$ cat src/rtl/dec_rr_arbiter.sv
// Four-requester round-robin arbiter with a bounded hold time.
// The winner is kept as a 2-bit index and expanded to a one-hot grant via a 2:4 decode.
module dec_rr_arbiter #(
  parameter int unsigned MAX_HOLD = 8
) (
  input  logic       clk,
  input  logic       rst,
  input  logic [3:0] req,
  output logic [3:0] gnt,
  output logic [1:0] gnt_idx,
  output logic       gnt_valid,
  output logic       timeout
);

  localparam int unsigned IDX_W  = 2;
  localparam int unsigned REQ_N  = 4;
  localparam int unsigned HOLD_W = 8;
  localparam logic [HOLD_W-1:0] HOLD_LIMIT = HOLD_W'(MAX_HOLD);

  typedef enum logic {IDLE, GRANT} state_t;

  state_t             state;
  state_t             state_nxt;
  logic [IDX_W-1:0]   idx_nxt;
  logic [IDX_W-1:0]   last_idx;
  logic [IDX_W-1:0]   last_nxt;
  logic [HOLD_W-1:0]  hold_cnt;
  logic [HOLD_W-1:0]  hold_nxt;
  logic [REQ_N-1:0]   gnt_nxt;
  logic               valid_nxt;
  logic               timeout_nxt;

  logic               release_c;
  logic               expire_c;
  logic [IDX_W-1:0]   base_c;
  logic [IDX_W-1:0]   cand_c;
  logic [IDX_W-1:0]   win_idx_c;
  logic               win_found_c;

  // Owner gives up the resource this edge, either voluntarily or by hold expiry.
  always_comb begin
    expire_c  = (state == GRANT) && req[gnt_idx] && (hold_cnt >= HOLD_LIMIT);
    release_c = (state == GRANT) && (!req[gnt_idx] || (hold_cnt >= HOLD_LIMIT));
    base_c    = release_c ? gnt_idx : last_idx;
  end

  // Scan base+1 .. base+4; walking downward lets the nearest set request win.
  always_comb begin
    win_found_c = 1'b0;
    win_idx_c   = base_c;
    cand_c      = base_c;
    for (int i = REQ_N; i >= 1; i--) begin
      cand_c = base_c + IDX_W'(i);
      if (req[cand_c]) begin
        win_found_c = 1'b1;
        win_idx_c   = cand_c;
      end
    end
  end

  // State register together with the registered outputs and bookkeeping.
  always_ff @(posedge clk) begin
    if (rst) begin
      state     <= IDLE;
      gnt_idx   <= '0;
      hold_cnt  <= '0;
      last_idx  <= 2'b11;
      gnt       <= '0;
      gnt_valid <= 1'b0;
      timeout   <= 1'b0;
    end else begin
      state     <= state_nxt;
      gnt_idx   <= idx_nxt;
      hold_cnt  <= hold_nxt;
      last_idx  <= last_nxt;
      gnt       <= gnt_nxt;
      gnt_valid <= valid_nxt;
      timeout   <= timeout_nxt;
    end
  end

  // Next-state logic.
  always_comb begin
    state_nxt = state;
    idx_nxt   = gnt_idx;
    hold_nxt  = hold_cnt;
    last_nxt  = last_idx;
    case (state)
      IDLE: begin
        if (win_found_c) begin
          state_nxt = GRANT;
          idx_nxt   = win_idx_c;
          hold_nxt  = HOLD_W'(1);
        end
      end
      GRANT: begin
        if (release_c) begin
          last_nxt = gnt_idx;
          if (win_found_c) begin
            idx_nxt  = win_idx_c;
            hold_nxt = HOLD_W'(1);
          end else begin
            state_nxt = IDLE;
            hold_nxt  = '0;
          end
        end else begin
          hold_nxt = hold_cnt + HOLD_W'(1);
        end
      end
      default: state_nxt = IDLE;
    endcase
  end

  // Output logic: values loaded into the output registers on the next edge.
  always_comb begin
    valid_nxt   = (state_nxt == GRANT);
    timeout_nxt = expire_c;
    gnt_nxt     = '0;
    if (valid_nxt) begin
      case (idx_nxt)
        2'b00:   gnt_nxt = 4'b0001;
        2'b01:   gnt_nxt = 4'b0010;
        2'b10:   gnt_nxt = 4'b0100;
        default: gnt_nxt = 4'b1000;
      endcase
    end
  end

endmodule

$ cat config.mk
export PLATFORM = sky130hd
export DESIGN_NAME = dec_rr_arbiter
export DESIGN_NICKNAME = d
export VERILOG_FILES = /design/src/rtl/dec_rr_arbiter.sv
export SDC_FILE = /design/constraint.sdc
export NUM_CORES = 1
export LEC_CHECK = 0
export CORE_ASPECT_RATIO = 0.7
export CORE_MARGIN = 8
export CORE_UTILIZATION = 30
export DETAILED_ROUTE_END_ITERATION = 8
export GPL_TIMING_DRIVEN = 0
export SYNTH_ARGS = -nofsm -noshare
export SYNTH_HDL_FRONTEND = slang
export SYNTH_SLANG_ARGS = --single-unit
$ cat constraint.sdc
create_clock -name clk -period 3.4 [get_ports clk]
set_input_delay 0.68 -clock clk [delete_from_list [all_inputs] [get_ports clk]]
set_output_delay 0.68 -clock clk [all_outputs]
set_load 0.05 [all_outputs]
* Word level (Yosys, flattened, before mapping)
Index checks and enable logic that the tools add are counted.
** Storage, ports and cells
- Bits in registers :: 18
- Bits in latches :: 0
- Memory bits (writable) :: 0
- Bits in read-only memories :: 0
- Input port bits :: 6
- Output and inout port bits :: 8
- Logic and storage cells :: 57
- Memories :: 0
** Cells by class
- $add $sub $neg :: 4
- Multipliers :: 0
- Div/mod/pow operators :: 0
- Magnitude comparators :: 6
- Equal/unequal tests :: 3
- Shifts and indexed selects :: 0
- Muxes and demuxes :: 29
- Bitwise logic cells :: 2
- Reduce and logical (&&, ||, !) cells :: 7
** Operators with widths (count)
- 8-bit two-way mux :: 2
- 8-bit case mux with 2 select lines :: 1
- 2-bit by 3-bit < comparator with 1-bit output (second input constant) :: 5
- 1-bit two-way mux :: 12
- 2-bit two-way mux :: 6
- 4-bit case mux with 3 select lines :: 1
- 1-bit binary-select mux with 2-bit select :: 5
- 8-bit by 1-bit adder with 8-bit output (second input constant) :: 1
- 8-bit by 4-bit >= comparator with 1-bit output (second input constant) :: 1
- 2-bit adder (second input constant) :: 2
- 2-bit case mux with 2 select lines :: 1
- 1-bit logical AND :: 3
- 2-bit by 1-bit adder with 2-bit output (second input constant) :: 1
- 2-bit by 1-bit == test with 1-bit output (second input constant) :: 1
- 2-bit == test (second input constant) :: 1
- 2-bit logical NOT :: 1
- 2-bit != test (second input constant) :: 1
- 1-bit inverter :: 2
- 1-bit case mux with 2 select lines :: 1
- 2-bit OR reduction :: 1
- 1-bit logical NOT :: 1
- 1-bit logical OR :: 1

* Logic depth before layout (Yosys ltp)
Gate-level depths: netlist (run 1).
- Word-level depth :: 17
- Mapped depth :: 8
- Depth with buffers taken out :: 6

* Least setup slack after synthesis (run 1)
Ideal clock, no wire load.
- Path kind :: register to register
- Start :: register gnt_idx[0]
- End :: register gnt[0]
- Library setup time :: 0.060 ns
- Data arrival time :: 2.384 ns
- Required time :: 3.340 ns
- Path slack :: 0.956 ns
- Stages on the path, launching flop included :: 9
- Buffers on the path :: 2
- Period minus slack after synthesis :: 2.444 ns
- Path through :: dfxtp_1 > buf_6 > mux4_2 > and4_4 > buf_6 > nor2_8 > o2111ai_1 > o32ai_2 > and3_1
** Between the ends
- Longest elaborated chain between the ends :: 17
- Elaborated cells on any way between the ends :: 36
- Those cells by class :: add/sub: 3; eq/ne: 2; mux: 25; bitwise: 1; reduce/logical: 5
** Ends and longest elaborated chain
- start: declaration :: line 10 : output logic [1:0] gnt_idx,
- start signal: assignment :: line 73 : gnt_idx <= idx_nxt;
- 1-bit binary-select mux with 2-bit select :: line 43 : release_c = (state == GRANT) && (!req[gnt_idx] || (hold_cnt >= HOLD_LIMIT));
- 1-bit two-way mux (not written as such) :: line 43
- 1-bit logical NOT :: line 43
- 1-bit logical OR :: line 43
- 1-bit logical AND :: line 43
- 2-bit two-way mux
- 2-bit adder / 1-bit binary-select mux with 2-bit select (equally long branches) :: line 53, 54
- 1-bit binary-select mux with 2-bit select / 1-bit two-way mux (equally long branches) :: line 54 : if (req[cand_c]) begin
- 1-bit two-way mux (not written as such) :: line 54
- 2-bit two-way mux / 1-bit two-way mux (equally long branches) (3 in a row) :: line 54
- 2-bit two-way mux / 1-bit two-way mux (equally long branches) :: line 90, 99
- 2-bit two-way mux / 1-bit two-way mux (equally long branches) :: line 97 : if (release_c) begin
- 2-bit case mux with 2 select lines / 1-bit case mux with 2 select lines (equally long branches) :: line 88 : case (state)
- 2-bit == test (tied with other cells) :: line 120 : case (idx_nxt)
- 4-bit case mux with 3 select lines / 2-bit OR reduction (equally long branches)
- end signal: assignment :: line 76 : gnt <= gnt_nxt;
- end: declaration :: line 9 : output logic [3:0] gnt,
Parallel ways exist; a longest one is shown, timed or not. The select of a mux whose other input is x is not followed.
A chain may end at the register's enable or synchronous reset.

* Worst setup path in the final report (run 1)
- Start :: input req[3]
- End :: register gnt[2]
** Between the ends
- Longest elaborated chain between the ends :: 17
- Elaborated cells on any way between the ends :: 36
- Those cells by class :: add/sub: 3; eq/ne: 2; mux: 25; bitwise: 1; reduce/logical: 5
** Ends and longest elaborated chain
- start: declaration :: line 8 : input logic [3:0] req,
- 1-bit binary-select mux with 2-bit select :: line 43
- 1-bit two-way mux (not written as such) :: line 43
- 1-bit logical NOT :: line 43
- 1-bit logical OR :: line 43
- 1-bit logical AND :: line 43
- 2-bit two-way mux
- 2-bit adder / 1-bit binary-select mux with 2-bit select (equally long branches) :: line 53, 54
- 1-bit binary-select mux with 2-bit select / 1-bit two-way mux (equally long branches) :: line 54
- 1-bit two-way mux (not written as such) :: line 54
- 2-bit two-way mux / 1-bit two-way mux (equally long branches) (3 in a row) :: line 54
- 2-bit two-way mux / 1-bit two-way mux (equally long branches) :: line 90, 99
- 2-bit two-way mux / 1-bit two-way mux (equally long branches) :: line 97
- 2-bit case mux with 2 select lines / 1-bit case mux with 2 select lines (equally long branches) :: line 88
- 2-bit == test (tied with other cells) :: line 120
- 4-bit case mux with 3 select lines / 2-bit OR reduction (equally long branches)
Parallel ways exist; a longest one is shown, timed or not. The select of a mux whose other input is x is not followed.

==> results of run 1 <==
-- sequential cells by signal, indices dropped and copies added, names as in the netlist --
| signal | count |
|---|---|
| hold_cnt | 8 |
| gnt_idx | 2 |
| state | 1 |
| timeout | 1 |
| last_idx | 2 |
| gnt | 4 |
-- metrics by stage --
stage | cells | utilization (%) | instance area (um2)
after floorplan | 103 | - | 962
after global placement | 154 | 36.7 | 1140
after detailed placement | 154 | 36.7 | 1140
after CTS | 158 | 38.5 | 1190
after global routing | 158 | 38.5 | 1190
final | 158 | 38.5 | 1190
-- critical path, cell delays in order --
cell and delay, ns:
clkdlybuf4s50_1 0.54, mux4_2 0.59, and4_4 0.21, buf_6 0.13, nor2_8 0.11, o2111ai_1 0.15, o32ai_2 0.35, and3_1 0.21
-- worst paths after layout --
path	start	cells after the start	slack, ns	endpoint
max	req[3]	8	0.62	gnt[2]
min	hold_cnt[7]	1	0.46	hold_cnt[7]
max reg2reg	gnt_idx[0]	8	1.11	gnt[2]
min reg2reg	hold_cnt[7]	1	0.46	hold_cnt[7]
-- cell type report --
cell class                      instances  area (um2)
Tap cell                               38        47.5
Buffer                                  3        26.3
Multi-Input combinational cell         75         549
Timing Repair Buffer                   13         130
Clock buffer                            4        55.1
Fill cell                             321        1910
Inverter                                7        26.3
Sequential cell                        18         360
-- cell usage in the layout, fill, tap and decap left out, types with 2 or more instances in the layout --
| cell type | netlist | layout |
|---|---|---|
| clkdlybuf4s50_1 | 0 | 13 |
| nor2_1 | 8 | 8 |
| and3_1 | 3 | 3 |
| nand3_1 | 2 | 2 |
| o21ai_0 | 5 | 5 |
| nor3_1 | 3 | 3 |
| nor2b_1 | 3 | 3 |
| a31o_2 | 2 | 2 |
| and2_1 | 7 | 7 |
| ha_1 | 2 | 2 |
| inv_1 | 7 | 7 |
| nand2_1 | 2 | 2 |
| buf_6 | 2 | 2 |
| dfxtp_1 | 18 | 18 |
| nand2b_1 | 3 | 3 |
| clkbuf_8 | 0 | 4 |
| a21oi_1 | 6 | 6 |
| nand4_1 | 4 | 4 |
-- kinds of logic after synthesis --
family	count (synthesis)
and+or+nand+nor	43
AOI/OAI and AO/OA	27
DFF	18
buffers and inverters	10
muxes	3
adders and majority gates	2
-- per-layer routing --
layer / track usage (%) / vias up
met5: 0 / -
met4: 2.58 / 0
li1: - / 421
met1: 10.3 / 393
met3: 4.36 / 2
met2: 12.3 / 33
-- power by group --
| part | switching, mW | leakage (nW) | internal [mW] |
|---|---|---|---|
| logic | 0.122 | 0.258 | 0.0827 |
| clock network | 0.0711 | 0.0288 | 0.103 |
| registers | 0.0130 | 0.147 | 0.228 |
==> flow_summary.yaml, run 1 <==
die:
  design.core.area_um2: 3110
  io_pins: 14
  die_w_um: 83.7
  start_util_pct: 31.0
  num_rows: 17
  chipHeight_um: 63.4
  die-area_um2: 5300
clocking:
  path_clk_slew_ns: 0.06
  cts.sinks: 18
  postCtsHoldBufs: 0
  cts-htree-levels: 1
  cts_setup_buffers: 0
  post_cts_resized: 0
  numCtsBuffers: 3
  cts_tree: "yes"
  root_buffer: "clkbuf_8"
  clockBufferDepth: 2
  clk_latency_ns: 0.26
detailed_routing:
  drc: 0
  antenna_left: 0
  routed-wl-met3_um: 190
  avgViaCountPerCell: 5.37
  firstDrtPassIters: 4
  first_iter_violations: 80
  totalWireLength_mm: 2.22
  num_vias: 849
  met2_length_um: 927
  dr.max_layer_used: "met4"
  wl_met1_mm: 1.09
  routedWlPerCell_um: 14.1
synth:
  netlist_instances: 103
  ys_seq_area_share_pct: 37.5
  synth_top_area_share_pct: 37.5
  synth_xor_area_share_pct: 0
  synth-compound-area-share_pct: 20.3
  yosysWarnings: 0
  synth_cell_types: 42
  synth_edf_count: 0
  muxShareOfSynthArea_pct: 4.68
  syn_avg_cell_area_um2: 9.34
  synth_fa_ha_area_share_pct: 2.60
  ys_ff_latch: 18
  yosysMostFrequentCell: "dfxtp_1"
  synth_nets: 111
  yosys-top-cells-area: "dfxtp_1 37%, and2_1 4.6%, a21oi_1 3.1%"
  synthArstFlopShare_pct: 0
  synth_top_family_by_area: "simple AND/OR/NAND/NOR gates"
  synthSimpleGateAreaFrac_pct: 29.5
  yosys-top-cells-count: "18 x dfxtp_1, 8 x nor2_1, 7 x and2_1, 7 x inv_1, 6 x a21oi_1"
  syn_area_um2: 962
  yosys_most_used_dff: "dfxtp_1"
  yosys.area.top_type: "dfxtp_1"
sta:
  hold_slack_ns: 0.459
  final_max_slew_viol_count: 0
  layout_setup_ws_ns: 0.616
  skew_ns: 0.000843
  final_hold_viol_count: 0
  max_clock_freq_mhz: 359
  relSlewSlack_pct: 43.5
  rsz0062_at_grt: "no"
  min_period_over_period_pct: 81.9
  worst_slew_pin_slew_ns: 0.840
  finalSetupTns_ns: 0
  finalCriticalPeriod_ns: 2.78
  finalSetupViolCount: 0
min_path:
  hp-class: "flip-flop to flip-flop"
critical_path:
  path_max_fanout: 7
  cp.required_ns: 3.60
  path_class: "primary input to flip-flop"
  arrival_ns: 2.99
  cp-start-kind: "primary input"
  critPathCaptureType: "flip-flop"
global_route:
  grt_start_max_net_pins: 11
  track_usage_pct: 8.38
  grt_pass1_wl_mm: 3.75
  grt_pass1_vias: 808
  grt-ovfl-total: 0
  antenna_found_initial: 0
place:
  placement.io_buffers: 13
  pre_cts_ws_ns: 0.375
  hpwl_mm: 1.69
  gp_congestion: 0.973
status:
  status: "finished clean"
finish:
  diodes: 0
  fin_nets: 129
  areaGrowthSynthToFinish_pct: 24.2
  drive_gt1_share_pct: 12.5
flow_run:
  maxCapViolCount: 0
power:
  power.density_nw_per_um2: 519
  total_power_mw: 0.620
  p_leak_nw: 0.434
  ir_drop_v: 0.000219
(Power assumes the default switching activity.)
==> run 2: changes to the inputs <==
==> constraint.sdc (replaced) <==
create_clock -name clk -period 2.69 [get_ports clk]
set_input_delay 0.538 -clock clk [delete_from_list [all_inputs] [get_ports clk]]
set_output_delay 0.538 -clock clk [all_outputs]
set_load 0.05 [all_outputs]
==> run 2 against run 1 <==
Net effect:
- clock skew up 0.0011 ns
- global-route usage unchanged
- total power up 27%
- sequential share of layout area down 0.37 points
- register-to-register slack worse by 0.76 ns
- non-clock buffer count unchanged
- clock-buffer cell count unchanged
- clock power up 27%
- wire length about the same
- largest power group unchanged
==> flow_summary.yaml, run 2 (synthesized netlist as in run 1, its figures left out) <==
status:
  status: "finished clean"
finish:
  drive_gt1_share_pct: 13.3
  regMostFlops: "hold_cnt"
  areaGrowthSynthToFinish_pct: 25.7
  diodes: 0
  fill_cells: 322
  seqCellArea_um2: 360
  top_regs: "hold_cnt (8), gnt (4)"
  multi_input_area_um2: 557
  mostFrequentLayoutCell: "dfxtp_1"
  largest_reg_flops: 8
  final_cells: 158
  final_cell_mix: "18 x dfxtp_1, 10 x clkdlybuf4s50_1, 8 x nor2_1, 7 x inv_1, 7 x and2_1"
  fin_nets: 129
place:
  hpwl_mm: 1.69
  placement.io_buffers: 13
  gp_congestion: 0.973
  dp_cells: 154
sta:
  final_hold_viol_count: 0
  finalCriticalPeriod_ns: 2.61
  relSlewSlack_pct: 43.3
  max_clock_freq_mhz: 383
  finalSetupViolCount: 0
  rsz0062_at_grt: "no"
  skew_ns: 0.00191
  hold_slack_ns: 0.459
  final_max_slew_viol_count: 0
  min_period_over_period_pct: 97.1
  worst_slew_pin_slew_ns: 0.844
die:
  design.core.area_um2: 3110
  num_rows: 17
  chipHeight_um: 63.4
  start_util_pct: 31.0
  die-area_um2: 5300
  die_w_um: 83.7
  io_pins: 14
min_path:
  hp-class: "flip-flop to flip-flop"
clocking:
  post_cts_resized: 0
  path_clk_slew_ns: 0.07
  numCtsBuffers: 3
  cts-htree-levels: 1
  postCtsHoldBufs: 0
  clk_latency_ns: 0.26
  cts_setup_buffers: 0
  cts.sinks: 18
  root_buffer: "clkbuf_8"
  cts_tree: "yes"
  clockBufferDepth: 2
global_route:
  antenna_found_initial: 0
  grt-ovfl-total: 0
  grt_pass1_wl_mm: 3.75
  track_usage_pct: 8.38
  grt_pass1_vias: 808
  grt_start_max_net_pins: 11
detailed_routing:
  drc: 0
  num_vias: 836
  routedWlPerCell_um: 14.1
  avgViaCountPerCell: 5.29
  antenna_left: 0
  totalWireLength_mm: 2.22
  firstDrtPassIters: 4
  first_iter_violations: 42
critical_path:
  ff2ff_setup_slack_ns: 0.35
  path_class: "primary input to flip-flop"
  arrival_ns: 2.82
  cp-start-kind: "primary input"
  critPathCaptureType: "flip-flop"
  cp.required_ns: 2.89
  path_max_fanout: 7
power:
  total_power_mw: 0.789
  power.density_nw_per_um2: 652
  p_leak_nw: 0.462
  ir_drop_v: 0.000279
flow_run:
  maxCapViolCount: 0
-- run 2: cell count changes in the layout (fill, tap and decap cells not counted) --
cell             previous run  this run
clkdlybuf4s50_1            13        10
dlymetal6s2s_1              0         3
a41oi_1                     1         0
a41oi_2                     0         1
o311ai_0                    1         0
o311ai_1                    0         1
-- run 2: worst max-delay path: stages --
cell and delay [ns]:
clkdlybuf4s50_1 0.49, mux4_2 0.56, and4_4 0.22, buf_6 0.13, nor2_8 0.11, o2111ai_1 0.15, o32ai_2 0.40, and3_1 0.21
-- run 2: area by class of cell --
cell class | count | share of cell area [%]
multi-input cells | 75 | 46.0
repair buffers | 13 | 11.4
plain buffers | 3 | 2.17
inverters | 7 | 2.17
clock buffers | 4 | 4.55
well taps | 38 | 3.93
flip-flops and latches | 18 | 29.8
-- run 2: path summary, 6_finish.rpt --
path / start / end / depth (start not counted)
setup reg to reg: gnt_idx[0] / gnt[2] / 8
setup / recovery: req[0] / gnt[2] / 8
hold / removal: hold_cnt[7] / hold_cnt[7] / 1
hold reg to reg: hold_cnt[7] / hold_cnt[7] / 1
-- run 2: per-stage QoR --
stage	setup TNS (ns)	util (%)	setup WS, ns	cell area [um2]
after floorplan	0	-	0.246	962
after global placement	-0.938	36.7	-0.200	1140
after detailed placement	-0.918	36.7	-0.193	1140
after CTS	0	38.5	0.0715	1190
after global routing	0	39.0	0.00307	1210
final	0	39.0	0.0772	1210
-- run 2: power by group --
group / switching [mW] / leakage (nW) / internal [mW]
Clock: 0.0909 / 0.0288 / 0.130
Sequential: 0.0172 / 0.147 / 0.289
Combinational: 0.156 / 0.286 / 0.106
Total: 0.264 / 0.462 / 0.524
-- run 2: per-layer routing --
metal	part of all wire, %	GRT usage (%)	vias to the layer above
met5	0	0	-
met4	0.72	2.58	0
met3	7.7	4.36	2
met2	42	12.3	24
met1	49	10.3	390
li1	-	-	420
